File: src/rtl/bank_port_ctrl_if.sv
// Bundle of requester, arbiter and bank signals for one bank port controller.
// slave: the controller's view. master: the surrounding requesters/arbiter/bank.
interface bank_port_ctrl_if #(
   parameter int N  = 5,
   parameter int AW = 8,
   parameter int DW = 32
);
   logic [N-1:0]    req_i;
   logic [N*AW-1:0] addr_i;
   logic [N*DW-1:0] wdata_i;
   logic [N-1:0]    we_i;
   logic [N-1:0]    arb_req;
   logic [N-1:0]    arb_grant;
   logic            bank_en;
   logic            bank_we;
   logic [AW-1:0]   bank_addr;
   logic [DW-1:0]   bank_wdata;
   logic [DW-1:0]   bank_rdata;
   logic [N-1:0]    ack;
   logic [DW-1:0]   rdata;
   logic            busy;

   modport slave (
      input  req_i, addr_i, wdata_i, we_i, arb_grant, bank_rdata,
      output arb_req, bank_en, bank_we, bank_addr, bank_wdata, ack, rdata, busy
   );

   modport master (
      output req_i, addr_i, wdata_i, we_i, arb_grant, bank_rdata,
      input  arb_req, bank_en, bank_we, bank_addr, bank_wdata, ack, rdata, busy
   );
endinterface

File: src/rtl/bank_port_ctrl.sv
// Per-bank transaction controller behind the round-robin arbiter.
// Takes a one-hot grant, drives one single-port bank with LAT-cycle read
// latency, and returns a one-cycle ack plus read data to the winner.
// Optional macro BANK_FAST_WRITE_EN: writes skip the read-latency wait.
module bank_port_ctrl #(
   parameter int N   = 5,
   parameter int AW  = 8,
   parameter int DW  = 32,
   parameter int LAT = 2
) (
   input logic             clk,
   input logic             rst,
   bank_port_ctrl_if.slave bus
);
   localparam int IW = (N > 1) ? $clog2(N) : 1;
   localparam int CW = $clog2(LAT + 1);
   localparam logic [N-1:0]  ONE_N   = N'(1);
   localparam logic [CW-1:0] CNT_ONE = CW'(1);
   localparam logic [CW-1:0] CNT_LAT = CW'(LAT);

   typedef enum logic [1:0] {IDLE, ISSUE, WAIT, RESP} state_t;

   state_t         state_q, state_d;
   logic [IW-1:0]  idx_q, idx_d;
   logic [AW-1:0]  addr_q, addr_d;
   logic [DW-1:0]  wdata_q, wdata_d;
   logic           we_q, we_d;
   logic [CW-1:0]  cnt_q, cnt_d;
   logic [DW-1:0]  rdata_q, rdata_d;
   logic [N-1:0]   served_q, served_d;

   logic [N-1:0]   arb_req_w;
   logic [N-1:0]   idx_onehot;
   logic [IW-1:0]  grant_idx;
   logic           grant_ok;

   assign arb_req_w  = (state_q == IDLE) ? (bus.req_i & ~served_q) : '0;
   assign idx_onehot = ONE_N << idx_q;

   // Decode the grant: position of its bit, and whether it is a legal one-hot
   // grant of a requester we are actually presenting.
   always_comb begin
      // NOTE: every always_comb output gets a default first so no path can infer a latch.
      grant_idx = '0;
      for (int i = 0; i < N; i++) begin
         if (bus.arb_grant[i]) grant_idx = IW'(i);
      end
      grant_ok = (bus.arb_grant != '0)
              && ((bus.arb_grant & (bus.arb_grant - ONE_N)) == '0)
              && ((bus.arb_grant & ~arb_req_w) == '0);
   end

   // Next-state and datapath update for the IDLE/ISSUE/WAIT/RESP sequence.
   always_comb begin
      state_d  = state_q;
      idx_d    = idx_q;
      addr_d   = addr_q;
      wdata_d  = wdata_q;
      we_d     = we_q;
      cnt_d    = cnt_q;
      rdata_d  = rdata_q;
      served_d = served_q;
      unique case (state_q)
         IDLE: begin
            // The served bit only needs to survive one IDLE cycle.
            served_d = '0;
            if (grant_ok) begin
               idx_d   = grant_idx;
               addr_d  = bus.addr_i[int'(grant_idx)*AW +: AW];
               wdata_d = bus.wdata_i[int'(grant_idx)*DW +: DW];
               we_d    = bus.we_i[grant_idx];
               state_d = ISSUE;
            end
         end
         ISSUE: begin
            cnt_d   = CNT_LAT;
            state_d = WAIT;
`ifdef BANK_FAST_WRITE_EN
            if (we_q) begin
               rdata_d = '0;
               state_d = RESP;
            end
`endif
         end
         WAIT: begin
            if (cnt_q == CNT_ONE) begin
               rdata_d = we_q ? '0 : bus.bank_rdata;
               state_d = RESP;
            end else begin
               cnt_d = cnt_q - CNT_ONE;
            end
         end
         RESP: begin
            // Mask the requester just acked so it cannot win again before it drops req.
            served_d = idx_onehot;
            state_d  = IDLE;
         end
         default: state_d = IDLE;
      endcase
   end

   // State and command registers with asynchronous reset.
   always_ff @(posedge clk or posedge rst) begin
      // NOTE: sequential state uses non-blocking assignments so every flop samples pre-edge values.
      if (rst) begin
         // NOTE: every register here is reset; an in-flight transaction is simply abandoned.
         state_q  <= IDLE;
         idx_q    <= '0;
         addr_q   <= '0;
         wdata_q  <= '0;
         we_q     <= 1'b0;
         cnt_q    <= '0;
         rdata_q  <= '0;
         served_q <= '0;
      end else begin
         state_q  <= state_d;
         idx_q    <= idx_d;
         addr_q   <= addr_d;
         wdata_q  <= wdata_d;
         we_q     <= we_d;
         cnt_q    <= cnt_d;
         rdata_q  <= rdata_d;
         served_q <= served_d;
      end
   end

   // The latched command only changes when entering ISSUE, so the bank
   // address/data/we hold their last values outside ISSUE for free.
   assign bus.arb_req    = arb_req_w;
   assign bus.bank_en    = (state_q == ISSUE);
   assign bus.bank_we    = we_q;
   assign bus.bank_addr  = addr_q;
   assign bus.bank_wdata = wdata_q;
   assign bus.ack        = (state_q == RESP) ? idx_onehot : '0;
   assign bus.rdata      = rdata_q;
   assign bus.busy       = (state_q != IDLE);
endmodule

File: src/flat_wrapper.sv
// flat-port wrapper written by rule: the top's interface ports become plain ports
module bank_port_ctrl_flat 
#(
   parameter int N   = 5,
   parameter int AW  = 8,
   parameter int DW  = 32,
   parameter int LAT = 2
)
  (clk, rst, bus_req_i, bus_addr_i, bus_wdata_i, bus_we_i, bus_arb_grant, bus_bank_rdata, bus_arb_req, bus_bank_en, bus_bank_we, bus_bank_addr, bus_bank_wdata, bus_ack, bus_rdata, bus_busy);
  bank_port_ctrl_if #(.N(N), .AW(AW), .DW(DW)) bus_i ();
  input logic clk;
  input logic rst;
  input wire logic [$bits(bus_i.req_i)-1:0] bus_req_i;
  input wire logic [$bits(bus_i.addr_i)-1:0] bus_addr_i;
  input wire logic [$bits(bus_i.wdata_i)-1:0] bus_wdata_i;
  input wire logic [$bits(bus_i.we_i)-1:0] bus_we_i;
  input wire logic [$bits(bus_i.arb_grant)-1:0] bus_arb_grant;
  input wire logic [$bits(bus_i.bank_rdata)-1:0] bus_bank_rdata;
  output wire logic [$bits(bus_i.arb_req)-1:0] bus_arb_req;
  output wire logic [$bits(bus_i.bank_en)-1:0] bus_bank_en;
  output wire logic [$bits(bus_i.bank_we)-1:0] bus_bank_we;
  output wire logic [$bits(bus_i.bank_addr)-1:0] bus_bank_addr;
  output wire logic [$bits(bus_i.bank_wdata)-1:0] bus_bank_wdata;
  output wire logic [$bits(bus_i.ack)-1:0] bus_ack;
  output wire logic [$bits(bus_i.rdata)-1:0] bus_rdata;
  output wire logic [$bits(bus_i.busy)-1:0] bus_busy;
  assign bus_i.req_i = bus_req_i;
  assign bus_i.addr_i = bus_addr_i;
  assign bus_i.wdata_i = bus_wdata_i;
  assign bus_i.we_i = bus_we_i;
  assign bus_i.arb_grant = bus_arb_grant;
  assign bus_i.bank_rdata = bus_bank_rdata;
  assign bus_arb_req = bus_i.arb_req;
  assign bus_bank_en = bus_i.bank_en;
  assign bus_bank_we = bus_i.bank_we;
  assign bus_bank_addr = bus_i.bank_addr;
  assign bus_bank_wdata = bus_i.bank_wdata;
  assign bus_ack = bus_i.ack;
  assign bus_rdata = bus_i.rdata;
  assign bus_busy = bus_i.busy;
  bank_port_ctrl #(.N(N), .AW(AW), .DW(DW), .LAT(LAT)) u_core (.clk(clk), .rst(rst), .bus(bus_i));
endmodule
File: config.mk
export PLATFORM = sky130hd
export DESIGN_NAME = bank_port_ctrl_flat
export DESIGN_NICKNAME = d
export VERILOG_FILES = /design/src/rtl/bank_port_ctrl_if.sv /design/src/rtl/bank_port_ctrl.sv /design/src/flat_wrapper.sv
export SDC_FILE = /design/constraint.sdc
export NUM_CORES = 1
export LEC_CHECK = 0
export CAP_MARGIN = 20
export CORE_AREA = 2 2 130 132
export CTS_CLUSTER_SIZE = 24
export DETAILED_ROUTE_END_ITERATION = 12
export DIE_AREA = 0 0 132 134
export PLACE_DENSITY = 0.75
export SYNTH_ARGS = -nofsm -noshare
export SYNTH_HDL_FRONTEND = slang
export SYNTH_SLANG_ARGS = --single-unit
File: constraint.sdc
create_clock -name clk -period 6.61 [get_ports clk]
set_input_delay 0.9915 -clock clk [delete_from_list [all_inputs] [get_ports clk]]
set_output_delay 0.9915 -clock clk [all_outputs]
set_load 0.005 [all_outputs]
==> results by group <==
Layout
  • Layout cell share with drive strength beyond 1: 8.949%
  • Ant diodes: 0
  • Design Area, Final: 0.009129 mm²
  • Fill cell count: 1,475
  • Synth-to-Final Area Change: 66.65%
  • Final nets: 1,143

Synth
  • Synth Warn #: 0
  • Unique masters post-synth: 39
  • Dominant cell type by area after synthesis: dfrtp_1
  • Mapped Area: 0.005478 mm²
  • Synth Instances: 593
  • Avg Cell Area, Syn: 9.237 µm²
  • Synth area leaders: dfrtp_1, mux2_4, a21oi_1, nor3b_1, nor2b_1
  • Synth top area share: 38.83%
  • FF+latch count, synth: 85
  • Share of the yosys chip area belonging to registers: 38.83%
  • Synthesized Nets: 847

Outcome
  • Status: completed

Clock tree
  • H-tree Lvls: 3
  • Number of post-CTS setup repair buffers: 0
  • Root Buffer: clkbuf_16
  • Clock Tree Buf Depth: 2
  • Clock transition at path regs: 0.06 ns
  • Hold buffers post-CTS: 0
  • Sinks on Clock Net: 85
  • TritonCTS clock tree: done
  • Skew-Pair Late Insertion Delay: 0.34 ns
  • PostCTS Resize Cnt: 0
  • CTS buffer count: 9

Critical path
  • RR Endpoint: u_core.bus.bank_wdata[26]
  • Worst EP required: 6.84 ns
  • CP delay by family, top: simple AND/OR/NAND/NOR gates
  • CP max stage delay: 0.68 ns
  • Critical path peak fanout: 45
  • Worst Reg-to-Reg Cells: 7
  • Reg-to-reg slack, setup: 3.89 ns
  • CP Launch Type: primary input
  • CP Class: in2reg
  • Critical Path End Type: register
  • Worst path bufs/invs: 1
  • Worst R2R Start: u_core.state_q[0]
  • Crit path cell chain: clkdlybuf4s50_1 -> or4_4 -> o21bai_1 -> nand4_2 -> nand2b_4 -> mux2_2
  • Worst path slowest cell: clkdlybuf4s50_1
  • Crit path DAT: 3.74 ns

Timing
  • Max Fclk: 0.2849 GHz
  • Worst Clk Skew: 0.006948 ns
  • Minimum clock period: 3.510 ns
  • Period Utilization, post-route: 53.10%
  • Slew headroom: 26.33%
  • Final WS setup: 3.100 ns
  • Measured slew at the worst slew-check pin: 1.103 ns
  • Final Hold Fails: 0
  • RSZ-0062 raised after global routing: no
  • Finish-stage setup viols: 0
  • Final setup TNS: 0 ns
  • Fin. max-slew vios: 0

Floorplanning
  • Std-Cell Core Area: 0.01629 mm²
  • Ports: 334
  • Starting Density: 33.63%
  • Chip width: 132 µm
  • Vert. Die Dim: 134 µm
  • Die area: 0.01769 mm²
  • Site Rows: 47

Drt
  • Residual DRC: 0
  • DRT Pass-1 Iters: 4
  • Final antenna-violating net count: 0
  • Vias per cell: 4.917
  • Total wire length: 18,840 µm
  • Avg WL per Cell: 16.91 µm
  • Initial DRC count: 223
  • Total vias in the final route: 5,478

Global routing
  • Gr busiest metal: met2
  • Total gr overflow: 0
  • Routing usage on met1: 26.92%
  • Vias in the first global route: 5,685
  • Initial antenna violation count: 0
  • Met2 Use GR: 35.19%
  • Pin count of the biggest net entering global routing: 89
  • GR Util met3: 4.951%
  • GR Util All Layers: 21.25%
  • Global-route wire length before repair: 29,850 µm

Place
  • Number of buffers added on ports: 333
  • Dpl hpwl: 14,040 µm
  • Placed inst area: 0.008808 mm²
  • Routability congestion estimate: 0.8589
  • Place WS: 2.720 ns

Min path
  • Hold path startpoint: u_core.bus.rdata[11]
  • Hold worst-path end: u_core.bus.rdata[11]
  • Hold path cells: 2
  • Min-Delay Path Class: reg2reg

Power
  • PwrDens: 305.4 mW/mm²
  • VDD IR max: 160.9 µV
  • Pleak: 3.719 nW

Run
  • Max capacitance violation total: 0
-- worst max-delay path by stage --
stage	cells after the start	end	from	slack [ns]
after floorplan	1	u_core.bus.bank_addr[0]	rst	3.43
after global placement	6	u_core.bus.bank_wdata[26]	bus_arb_grant[1]	2.75
after detailed placement	6	u_core.bus.bank_wdata[28]	bus_arb_grant[1]	2.72
after CTS	6	u_core.bus.bank_wdata[27]	bus_arb_grant[1]	3.09
after global routing	6	u_core.bus.bank_wdata[29]	bus_arb_grant[1]	2.95
final	6	u_core.bus.bank_wdata[26]	bus_arb_grant[1]	3.10
-- routing by layer --
metal,part of all wire [%],wire (µm),vias up
met5,0,0,-
met4,2.9,542,0
met3,6.7,1266,35
met1,43,8143,2494
li1,-,-,2708
met2,47,8886,241
-- final cells by class --
class,count,area (µm²),area share (%)
Tap cell,220,275.3,3.015
Inverter,8,32.53,0.3564
Multi-Input combinational cell,447,3023,33.11
Clock inverter,6,71.32,0.7812
Sequential cell,85,2127,23.30
Timing Repair Buffer,338,3371,36.92
Clock buffer,10,229.0,2.508
-- Yosys cell counts, drive strengths merged --
master / number
nor4b: 3
o31ai: 2
dlymetal6s2s: 1
or3b: 1
and3b: 1
inv: 8
nand3: 1
clkbuf: 34
o21a: 1
nand2: 48
or4: 1
o22ai: 38
ha: 5
nor2: 6
nand4: 1
o21bai: 1
o311ai: 1
a211oi: 1
a31oi: 2
a22oi: 1
o22a: 1
nor3: 43
dfrtp: 85
nand2b: 36
nor2b: 38
mux2i: 8
mux2: 47
buf: 15
o21ai: 42
dlygate4sd1: 3
nor3b: 38
a21oi: 80
-- metrics by stage --
step	power [mW]	util [%]	hold slack, ns	cells
finish	2.788	56.04	0.4816	1114
global placement	2.254	54.07	0.4611	1097
floorplan	1.508	-	0.4443	593
detailed placement	2.285	54.07	0.4713	1097
CTS	2.820	55.92	0.4856	1113
global route	2.974	56.04	0.4969	1114
-- registers in the layout, summed over array words and instances, names as in the netlist --
name and cells:
u_core.cnt_q 2, u_core.bus.bank_wdata 32, u_core.served_q 5, u_core.state_q 2, u_core.bus.bank_we 1, u_core.bus.rdata 32, u_core.bus.bank_addr 8, u_core.idx_q 3
-- worst min-delay path, cell delays in order, from the launching register on --
cell and delay (ns):
dfrtp_1 0.34, nand2_1 0.04, o21ai_0 0.06
-- cells in the final DEF (no fill, tap or decap), types with 2 or more instances in the layout --
master,instances
a21oi_1,78
mux2_2,8
clkbuf_16,9
nor2_1,6
mux2_4,39
nor2b_1,38
a21oi_4,2
buf_2,2
nor3_1,42
inv_1,7
o31ai_1,2
nor3b_1,38
nor4b_1,3
mux2i_1,8
nand2_1,47
dfrtp_1,85
o21ai_0,42
inv_6,2
nand2b_1,35
a31oi_1,2
buf_4,5
ha_1,5
o22ai_1,38
clkinvlp_4,2
clkdlybuf4s50_1,330
-- report_power, final --
part	switching [mW]	internal (mW)
Combinational	0.461	0.867
Sequential	0.173	0.769
Clock	0.221	0.297
Total	0.855	1.93
-- cells by family after synthesis --
group	after synthesis	synth area share (%)
AOI/OAI and AO/OA	170	17.02
adders and majority gates	5	1.142
buffers and inverters	61	6.555
DFF	85	38.83
muxes	55	13.80
and+or+nand+nor	217	22.66
No activity file was read; power rests on OpenSTA's default activity.
